## src/rtl/regfile_pkg.sv

```systemverilog
// Shared constants for the register file: default geometry and the hardwired zero register.
// Latency: n/a (constants only); no backpressure.
package regfile_pkg;

    localparam int DATA_WIDTH_DEF = 32;
    localparam int ADDR_WIDTH_DEF = 5;
    localparam int DEPTH_DEF      = 1 << ADDR_WIDTH_DEF;
    localparam int ZERO_REG       = 0;

    function automatic int rf_depth(input int addr_width);
        return 1 << addr_width;
    endfunction

endpackage

```

## src/rtl/regfile_read_port.sv

```systemverilog
// One read port: register select mux, zero-register override, optional forwarding (REGFILE_BYPASS_EN).
// Latency: fully combinational; no backpressure.
module regfile_read_port
    import regfile_pkg::*;
#(
    parameter int DATA_WIDTH = DATA_WIDTH_DEF,
    parameter int ADDR_WIDTH = ADDR_WIDTH_DEF,
    parameter int DEPTH      = rf_depth(ADDR_WIDTH)
) (
    input  logic [DATA_WIDTH-1:0] regs [DEPTH],
    input  logic [ADDR_WIDTH-1:0] rd_addr,
    input  logic                  fwd_vld,
    input  logic [ADDR_WIDTH-1:0] fwd_addr,
    input  logic [DATA_WIDTH-1:0] fwd_dat,
    output logic [DATA_WIDTH-1:0] rd_dat
);

    always_comb begin
        rd_dat = regs[rd_addr];
`ifdef REGFILE_BYPASS_EN
        if (fwd_vld && (fwd_addr == rd_addr)) begin
            rd_dat = fwd_dat;
        end
`endif
        // Zero check last so neither storage nor forwarding can leak into x0.
        if (rd_addr == ADDR_WIDTH'(ZERO_REG)) begin
            rd_dat = '0;
        end
    end

`ifndef REGFILE_BYPASS_EN
    logic unused_fwd;
    assign unused_fwd = ^{fwd_vld, fwd_addr, fwd_dat};
`endif

endmodule

```

## src/rtl/regfile.sv

```systemverilog
// 2-read/1-write register file, x0 hardwired to zero; REGFILE_BYPASS_EN adds write-to-read forwarding.
// Latency: comb reads, writes visible after the rising edge; no backpressure.
module regfile
    import regfile_pkg::*;
#(
    parameter int DATA_WIDTH = DATA_WIDTH_DEF,
    parameter int ADDR_WIDTH = ADDR_WIDTH_DEF
) (
    input  logic                  clock,
    input  logic                  reset_n,
    input  logic                  write_enable,
    input  logic [ADDR_WIDTH-1:0] address_read_1,
    input  logic [ADDR_WIDTH-1:0] address_read_2,
    input  logic [ADDR_WIDTH-1:0] address_write,
    input  logic [DATA_WIDTH-1:0] write_data,
    output logic [DATA_WIDTH-1:0] read_data_1,
    output logic [DATA_WIDTH-1:0] read_data_2
);

    localparam int DEPTH = rf_depth(ADDR_WIDTH);

    logic [DATA_WIDTH-1:0] regs_q [DEPTH];
    logic [DATA_WIDTH-1:0] regs_d [DEPTH];
    logic                  wr_vld;

    assign wr_vld = write_enable && (address_write != ADDR_WIDTH'(ZERO_REG));

    always_comb begin
        regs_d = regs_q;
        if (wr_vld) begin
            regs_d[address_write] = write_data;
        end
    end

    always_ff @(posedge clock or negedge reset_n) begin
        if (!reset_n) begin
            for (int i = 0; i < DEPTH; i++) begin
                regs_q[i] <= '0;
            end
        end else begin
            regs_q <= regs_d;
        end
    end

    // Forwarding is squashed during reset so outputs stay zero while reset_n is low.
    logic fwd_vld;
    assign fwd_vld = wr_vld && reset_n;

    regfile_read_port #(
        .DATA_WIDTH (DATA_WIDTH),
        .ADDR_WIDTH (ADDR_WIDTH),
        .DEPTH      (DEPTH)
    ) u_rd_port_1 (
        .regs     (regs_q),
        .rd_addr  (address_read_1),
        .fwd_vld  (fwd_vld),
        .fwd_addr (address_write),
        .fwd_dat  (write_data),
        .rd_dat   (read_data_1)
    );

    regfile_read_port #(
        .DATA_WIDTH (DATA_WIDTH),
        .ADDR_WIDTH (ADDR_WIDTH),
        .DEPTH      (DEPTH)
    ) u_rd_port_2 (
        .regs     (regs_q),
        .rd_addr  (address_read_2),
        .fwd_vld  (fwd_vld),
        .fwd_addr (address_write),
        .fwd_dat  (write_data),
        .rd_dat   (read_data_2)
    );

endmodule

```

## config.mk

```make
export PLATFORM = sky130hd
export DESIGN_NAME = regfile
export DESIGN_NICKNAME = d
export VERILOG_FILES = /design/src/rtl/regfile_pkg.sv /design/src/rtl/regfile_read_port.sv /design/src/rtl/regfile.sv
export SDC_FILE = /design/constraint.sdc
export NUM_CORES = 2
export LEC_CHECK = 0
export BUFFER_PORTS_ARGS = -buffer_cell sky130_fd_sc_hd__buf_4
export CORE_MARGIN = 8
export CORE_UTILIZATION = 25
export CTS_CLUSTER_DIAMETER = 200
export DETAILED_ROUTE_END_ITERATION = 8
export PLACE_DENSITY = 0.42
export SLEW_MARGIN = 25
export SYNTH_ARGS = -nofsm -noshare
export SYNTH_HDL_FRONTEND = slang
export SYNTH_SLANG_ARGS = --single-unit
```

## constraint.sdc

```tcl
create_clock -name clock -period 2.5 [get_ports clock]
set_clock_uncertainty 0.1 [all_clocks]
set_input_delay 0.125 -clock clock [delete_from_list [all_inputs] [get_ports clock]]
set_output_delay 0.125 -clock clock [all_outputs]
set_load 0.005 [all_outputs]
```

Yosys cells after proc, flatten, opt, wreduce, memory -nomap -nowiden
Cells that the tools add are included.

word-level totals
  logic and storage cells = 55
  bits of input ports = 50
  bits in registers = 1,024

cells by class
  bitwise gates (word level) = 3
  order comparisons = 4
  reductions and logical operators = 5
  mux-type cells = 11

operator list
  operator                                            number
  bitwise mux 1024 bit                                1
  binary-select mux 32 bit (select 5 bit)             2
  two-way mux 32 bit                                  7
  demux 32 bit (select 5 bit)                         1
  >= comparator 6 bit, second input constant          3
  inverter 5 -> 6 bit                                 3
  zero test 5 bit                                     2
  < comparator 6 x 1 -> 1 bit, second input constant  1
  nonzero test 5 bit                                  1
  logical AND 1 bit                                   2

Depth between registers and ports, before layout
  depth in word-level cells = 6
  depth in mapped cells = 9
  depth with buffers taken out = 4

By module
A second synthesis with hierarchy kept.

unflattened totals
  cells, all modules = 3,619
  area total of the unflattened synthesis = 54,803.8 um2

by module, submodules not included
  module             cells each  area an instance (um2)  times used
  regfile            2,291       38,067.8                1
  regfile_read_port  664         8,368.0                 2

Worst setup path after synthesis
Ideal clock, no wire load.

  path kind = input port to output port
  start point = input address_read_1[1]
  end point = output read_data_1[11]
  data required time = 2.275 ns
  data arrival time = 1.546 ns
  cell stages on the path = 6
  slack = 0.729 ns
  path through = buf_2 buf_2 mux4_2 mux2_2 o21ai_0 a311oi_1

on the way
  longest elaborated chain between the ends = 5

RTL lines
  what                                                   RTL line                 source
  from (decl)                                            regfile.sv:12            input logic [ADDR_WIDTH-1:0] address_read_1,
  inverter 5 -> 6 bit (implied by the code)              regfile_read_port.sv:19  rd_dat = regs[rd_addr];
  binary-select mux 32 bit (select 5 bit)                regfile_read_port.sv:19
  two-way mux 32 bit (implied by the code) (2 in a row)  regfile_read_port.sv:19
  two-way mux 32 bit *                                   regfile_read_port.sv:26  if (rd_addr == ADDR_WIDTH'(ZERO_REG)) begin
  to (decl)                                              regfile.sv:16            output logic [DATA_WIDTH-1:0] read_data_1,

Mark *: on every way between the ends. The rest lies on a longest branch, timed or not. The select of a mux whose other input is x is not followed.

Final worst setup path
  start point = register regs_q[297] (netlist name)
  end point = output read_data_1[9]

on the way
  longest elaborated chain between the ends = 4

RTL lines
  what                                                   RTL line                 source
  from (decl)                                            regfile.sv:22            logic [DATA_WIDTH-1:0] regs_q [DEPTH];
  from (signal assigned)                                 regfile.sv:41            regs_q <= regs_d;
  binary-select mux 32 bit (select 5 bit)                regfile_read_port.sv:19
  two-way mux 32 bit (implied by the code) (2 in a row)  regfile_read_port.sv:19
  two-way mux 32 bit                                     regfile_read_port.sv:26

No other way between the ends. The select of a mux whose other input is x is not followed.

==> impl_metrics.json <==
{
  "outcome": "complete, but fails checks",
  "failed_checks": "setup timing",
  "timing.rr.end": "regs_q[903]",
  "max_transition_viols_final": 0,
  "critical_path_arrival_ps": 2570,
  "layout_commonest_cell": "sky130_fd_sc_hd__dfrtp_1",
  "maximum_number_of_pins_on_one_net_before_global_route_repair": 98,
  "std_cell_rows": 171,
  "core-area_sq_um": 217000,
  "hold_vio_cnt_final": 0,
  "number_of_antenna_violations_at_the_first_check_in_global_routing": 8,
  "clockRootBuffer": "sky130_fd_sc_hd__clkbuf_16",
  "cp-start-kind": "flop",
  "hp-start": "address_write[0]",
  "critical_path.max_fanout": 2,
  "layout_top_registers": "regs_q: 1024 flops",
  "first_global_vias": 37136,
  "final_cell_mix": "sky130_fd_sc_hd__dfrtp_1, sky130_fd_sc_hd__mux2_2, sky130_fd_sc_hd__mux4_2, sky130_fd_sc_hd__buf_4, sky130_fd_sc_hd__mux2i_1",
  "route.antenna.remaining_nets": 0,
  "vdd.ir_drop.worst_v": 0.000693,
  "regMostFlops": "regs_q",
  "num-nets-final": 3821,
  "postLayoutCoreUtil": 0.308,
  "slew_headroom": 0.302,
  "power_per_cell_area_nw_per_um2": 777,
  "place.gp.congestion": 0.767,
  "timing.critical_path.to_type": "output port",
  "r2r.worst_path.cells": 2,
  "firstDrtPassIters": 5,
  "die_width_um": 482,
  "startpoint_of_the_worst_register_to_register_path": "regs_q[903]",
  "synthCells": 3587,
  "drt-wirelength-per-cell_um": 30.8,
  "number_of_clock_buffers_inserted_by_tritoncts": 130,
  "top_level_ports": 114,
  "maxCapViolCount": 0,
  "io_buffer_count": 113,
  "post-route-drc-count": 0,
  "hpwl_mm": 130,
  "fin_crit_sh": 1.12,
  "post_drt_via_cell_ratio": 5.21,
  "grt_usage": 0.176,
  "die_y_um": 482,
  "p_leak_nw": 28.1,
  "rsz0062_at_grt": "yes",
  "clkSlewWorstSetupHoldPaths_ps": 60,
  "fp.dieArea_sq_um": 233000,
  "worstSkewPairLatency_ps": 760,
  "dr.first_iter.drc_count": 2447,
  "final_period_minus_worst_setup_slack_ps": 2800,
  "largest_register_ff_count": 1024,
  "filler_cell_count": 21365,
  "final_layout_size_suffix_gt1_frac": 0.589,
  "clock_tree_from_tritoncts": "yes",
  "first_pass_grt_wire_length_mm": 297,
  "timing.hold.worst_endpoint": "regs_q[411]",
  "design_power_total_mw": 51.8,
  "clkSinkCount": 1024,
  "postSynthAreaPerCell_sq_um": 15.2,
  "worst_hold_path_type": "input port to flop",
  "syn-num-nets": 3637,
  "htreeDepth": 4,
  "ff2ff_setup_slack_ps": 1040,
  "yosys_register_bits": 1024,
  "via_count": 34985,
  "yosys.cell_types.count": 37,
  "postRouteWirelength_mm": 207,
  "netlist_area_sq_um": 54400,
  "yosysWarnings": 0,
  "initial_utilization": 0.251,
  "synth-seq-area-share": 0.471,
  "final.setup.worst_slack_ps": -299,
  "worstPathRequired_ps": 2280,
  "timing_worst_slew_pin_value_ps": 1050,
  "clock_tree.buffer_depth": 3,
  "number_of_failing_setup_endpoints_in_the_final_timing_report": 62,
  "grt_overflow_total": 0,
  "worst_hold_path_depth": 4,
  "syn_to_final_growth_pct": 22.7,
  "timing.fmax_ghz": 0.357,
  "crit_type": "flop to output port"
}
## worst max-delay path, cell delays in order, from the launching register on
cell and delay (ps):
sky130_fd_sc_hd__dfrtp_1 390, sky130_fd_sc_hd__mux4_2 540, sky130_fd_sc_hd__a22oi_2 300, sky130_fd_sc_hd__buf_4 200, sky130_fd_sc_hd__a311oi_2 130, sky130_fd_sc_hd__buf_4 230
## logic make-up after synthesis
group	after synthesis	synth area share
multiplexers	1664	0.433
flip-flops	1024	0.471
AO/OA/AOI/OAI	337	0.0458
buffers and inverters	431	0.0378
AND/OR/NAND/NOR	131	0.0120
## cell usage after synthesis
| cell | n | area share |
|---|---|---|
| sky130_fd_sc_hd__dfrtp_1 | 1024 | 0.47 |
| sky130_fd_sc_hd__mux2_2 | 1006 | 0.21 |
| sky130_fd_sc_hd__mux4_2 | 448 | 0.19 |
| sky130_fd_sc_hd__clkbuf_1 | 231 | 0.016 |
| sky130_fd_sc_hd__mux2i_1 | 192 | 0.035 |
| sky130_fd_sc_hd__buf_2 | 131 | 0.012 |
| sky130_fd_sc_hd__a22oi_1 | 64 | 0.0088 |
| sky130_fd_sc_hd__o21ai_0 | 60 | 0.0055 |
| sky130_fd_sc_hd__a221oi_1 | 49 | 0.0079 |
| sky130_fd_sc_hd__nand2_1 | 45 | 0.0031 |
| sky130_fd_sc_hd__nor2b_1 | 43 | 0.0049 |
| sky130_fd_sc_hd__buf_4 | 42 | 0.0058 |
| sky130_fd_sc_hd__a211oi_1 | 32 | 0.0044 |
| sky130_fd_sc_hd__a221o_1 | 32 | 0.0059 |
| sky130_fd_sc_hd__a311oi_1 | 32 | 0.0052 |
| sky130_fd_sc_hd__a31oi_1 | 32 | 0.0037 |
| sky130_fd_sc_hd__nor2_1 | 21 | 0.0014 |
| sky130_fd_sc_hd__o21ai_1 | 21 | 0.0019 |
| sky130_fd_sc_hd__mux2_1 | 18 | 0.0037 |
| sky130_fd_sc_hd__o2111ai_1 | 15 | 0.0024 |
| sky130_fd_sc_hd__buf_1 | 13 | 0.00090 |
| sky130_fd_sc_hd__buf_6 | 6 | 0.0012 |
| sky130_fd_sc_hd__buf_8 | 5 | 0.0014 |
| sky130_fd_sc_hd__nand2b_1 | 4 | 0.00046 |
| sky130_fd_sc_hd__nand3_1 | 4 | 0.00037 |
| sky130_fd_sc_hd__nor3_1 | 3 | 0.00028 |
| sky130_fd_sc_hd__and2_1 | 2 | 0.00023 |
| sky130_fd_sc_hd__and2b_1 | 2 | 0.00028 |
| sky130_fd_sc_hd__inv_1 | 2 | 0.00014 |
| sky130_fd_sc_hd__and3_1 | 1 | 0.00012 |
| sky130_fd_sc_hd__and3b_1 | 1 | 0.00016 |
| sky130_fd_sc_hd__buf_12 | 1 | 0.00037 |
| sky130_fd_sc_hd__nand4_1 | 1 | 0.00012 |
| sky130_fd_sc_hd__nand4b_1 | 1 | 0.00016 |
| sky130_fd_sc_hd__or2_2 | 1 | 0.00012 |
| sky130_fd_sc_hd__or3_1 | 1 | 0.00012 |
| sky130_fd_sc_hd__or4_1 | 1 | 0.00014 |
## worst max-delay path by stage
stage                            startpoint               to
after global routing            regs_q[687]  read_data_1[15]
after detailed placement  address_read_1[0]  read_data_1[27]
after global placement    address_read_1[0]  read_data_1[27]
final                           regs_q[297]   read_data_1[9]
after CTS                       regs_q[236]  read_data_1[12]
after floorplan           address_read_1[1]  read_data_1[11]
## repair_timing
action,4_1_cts,5_1_grt
pin swaps,61,46
setup endpoints to repair,64,67
endpoints found under the hold margin,2016,0
resized for setup,216,60
setup buffers,11,9
hold buffers,42,0
## report_power, final
group          total [mW]  leakage (nW)  internal, mW  switching (mW)
registers            22.2          13.1          19.7            2.44
logic                11.0          12.9          6.64            4.40
clock network        18.6          2.05          10.9            7.73
## final cells by class
class | count | area, sq um | share of cell area
multi-input combinational | 2132 | 28000 | 0.420
sequential | 1024 | 25600 | 0.384
timing repair buffer | 481 | 5360 | 0.0804
clock buffer | 195 | 3860 | 0.0579
tap | 2854 | 3570 | 0.0535
clock inverter | 29 | 289 | 0.00433
inverter | 2 | 12.5 | 0.000188
antenna | 2 | 5.00 | 0.0000750
## stage by stage
| step | setup slack [ps] | setup TNS [ps] | cells | hold slack, ps | cell area (sq um) |
|---|---|---|---|---|---|
| after global routing | -324 | -14880 | 6718 | 63.3 | 66700 |
| after CTS | -343 | -14170 | 6708 | 19.7 | 66400 |
| after global placement | -459 | -1960 | 6436 | -44.1 | 60900 |
| after floorplan | 729 | 0 | 3587 | -271 | 54400 |
| after detailed placement | -428 | -1510 | 6436 | -53.1 | 60900 |
| final | -299 | -8780 | 6719 | 92.4 | 66700 |
## per-layer routing
layer	up-vias	share of wire	track usage
met5	-	0.000063	0
met4	2	0.030	0.0522
met3	281	0.036	0.0247
met2	828	0.49	0.294
met1	19495	0.44	0.238
li1	14379	-	-
Note: power is estimated with default switching activity, not from simulation.
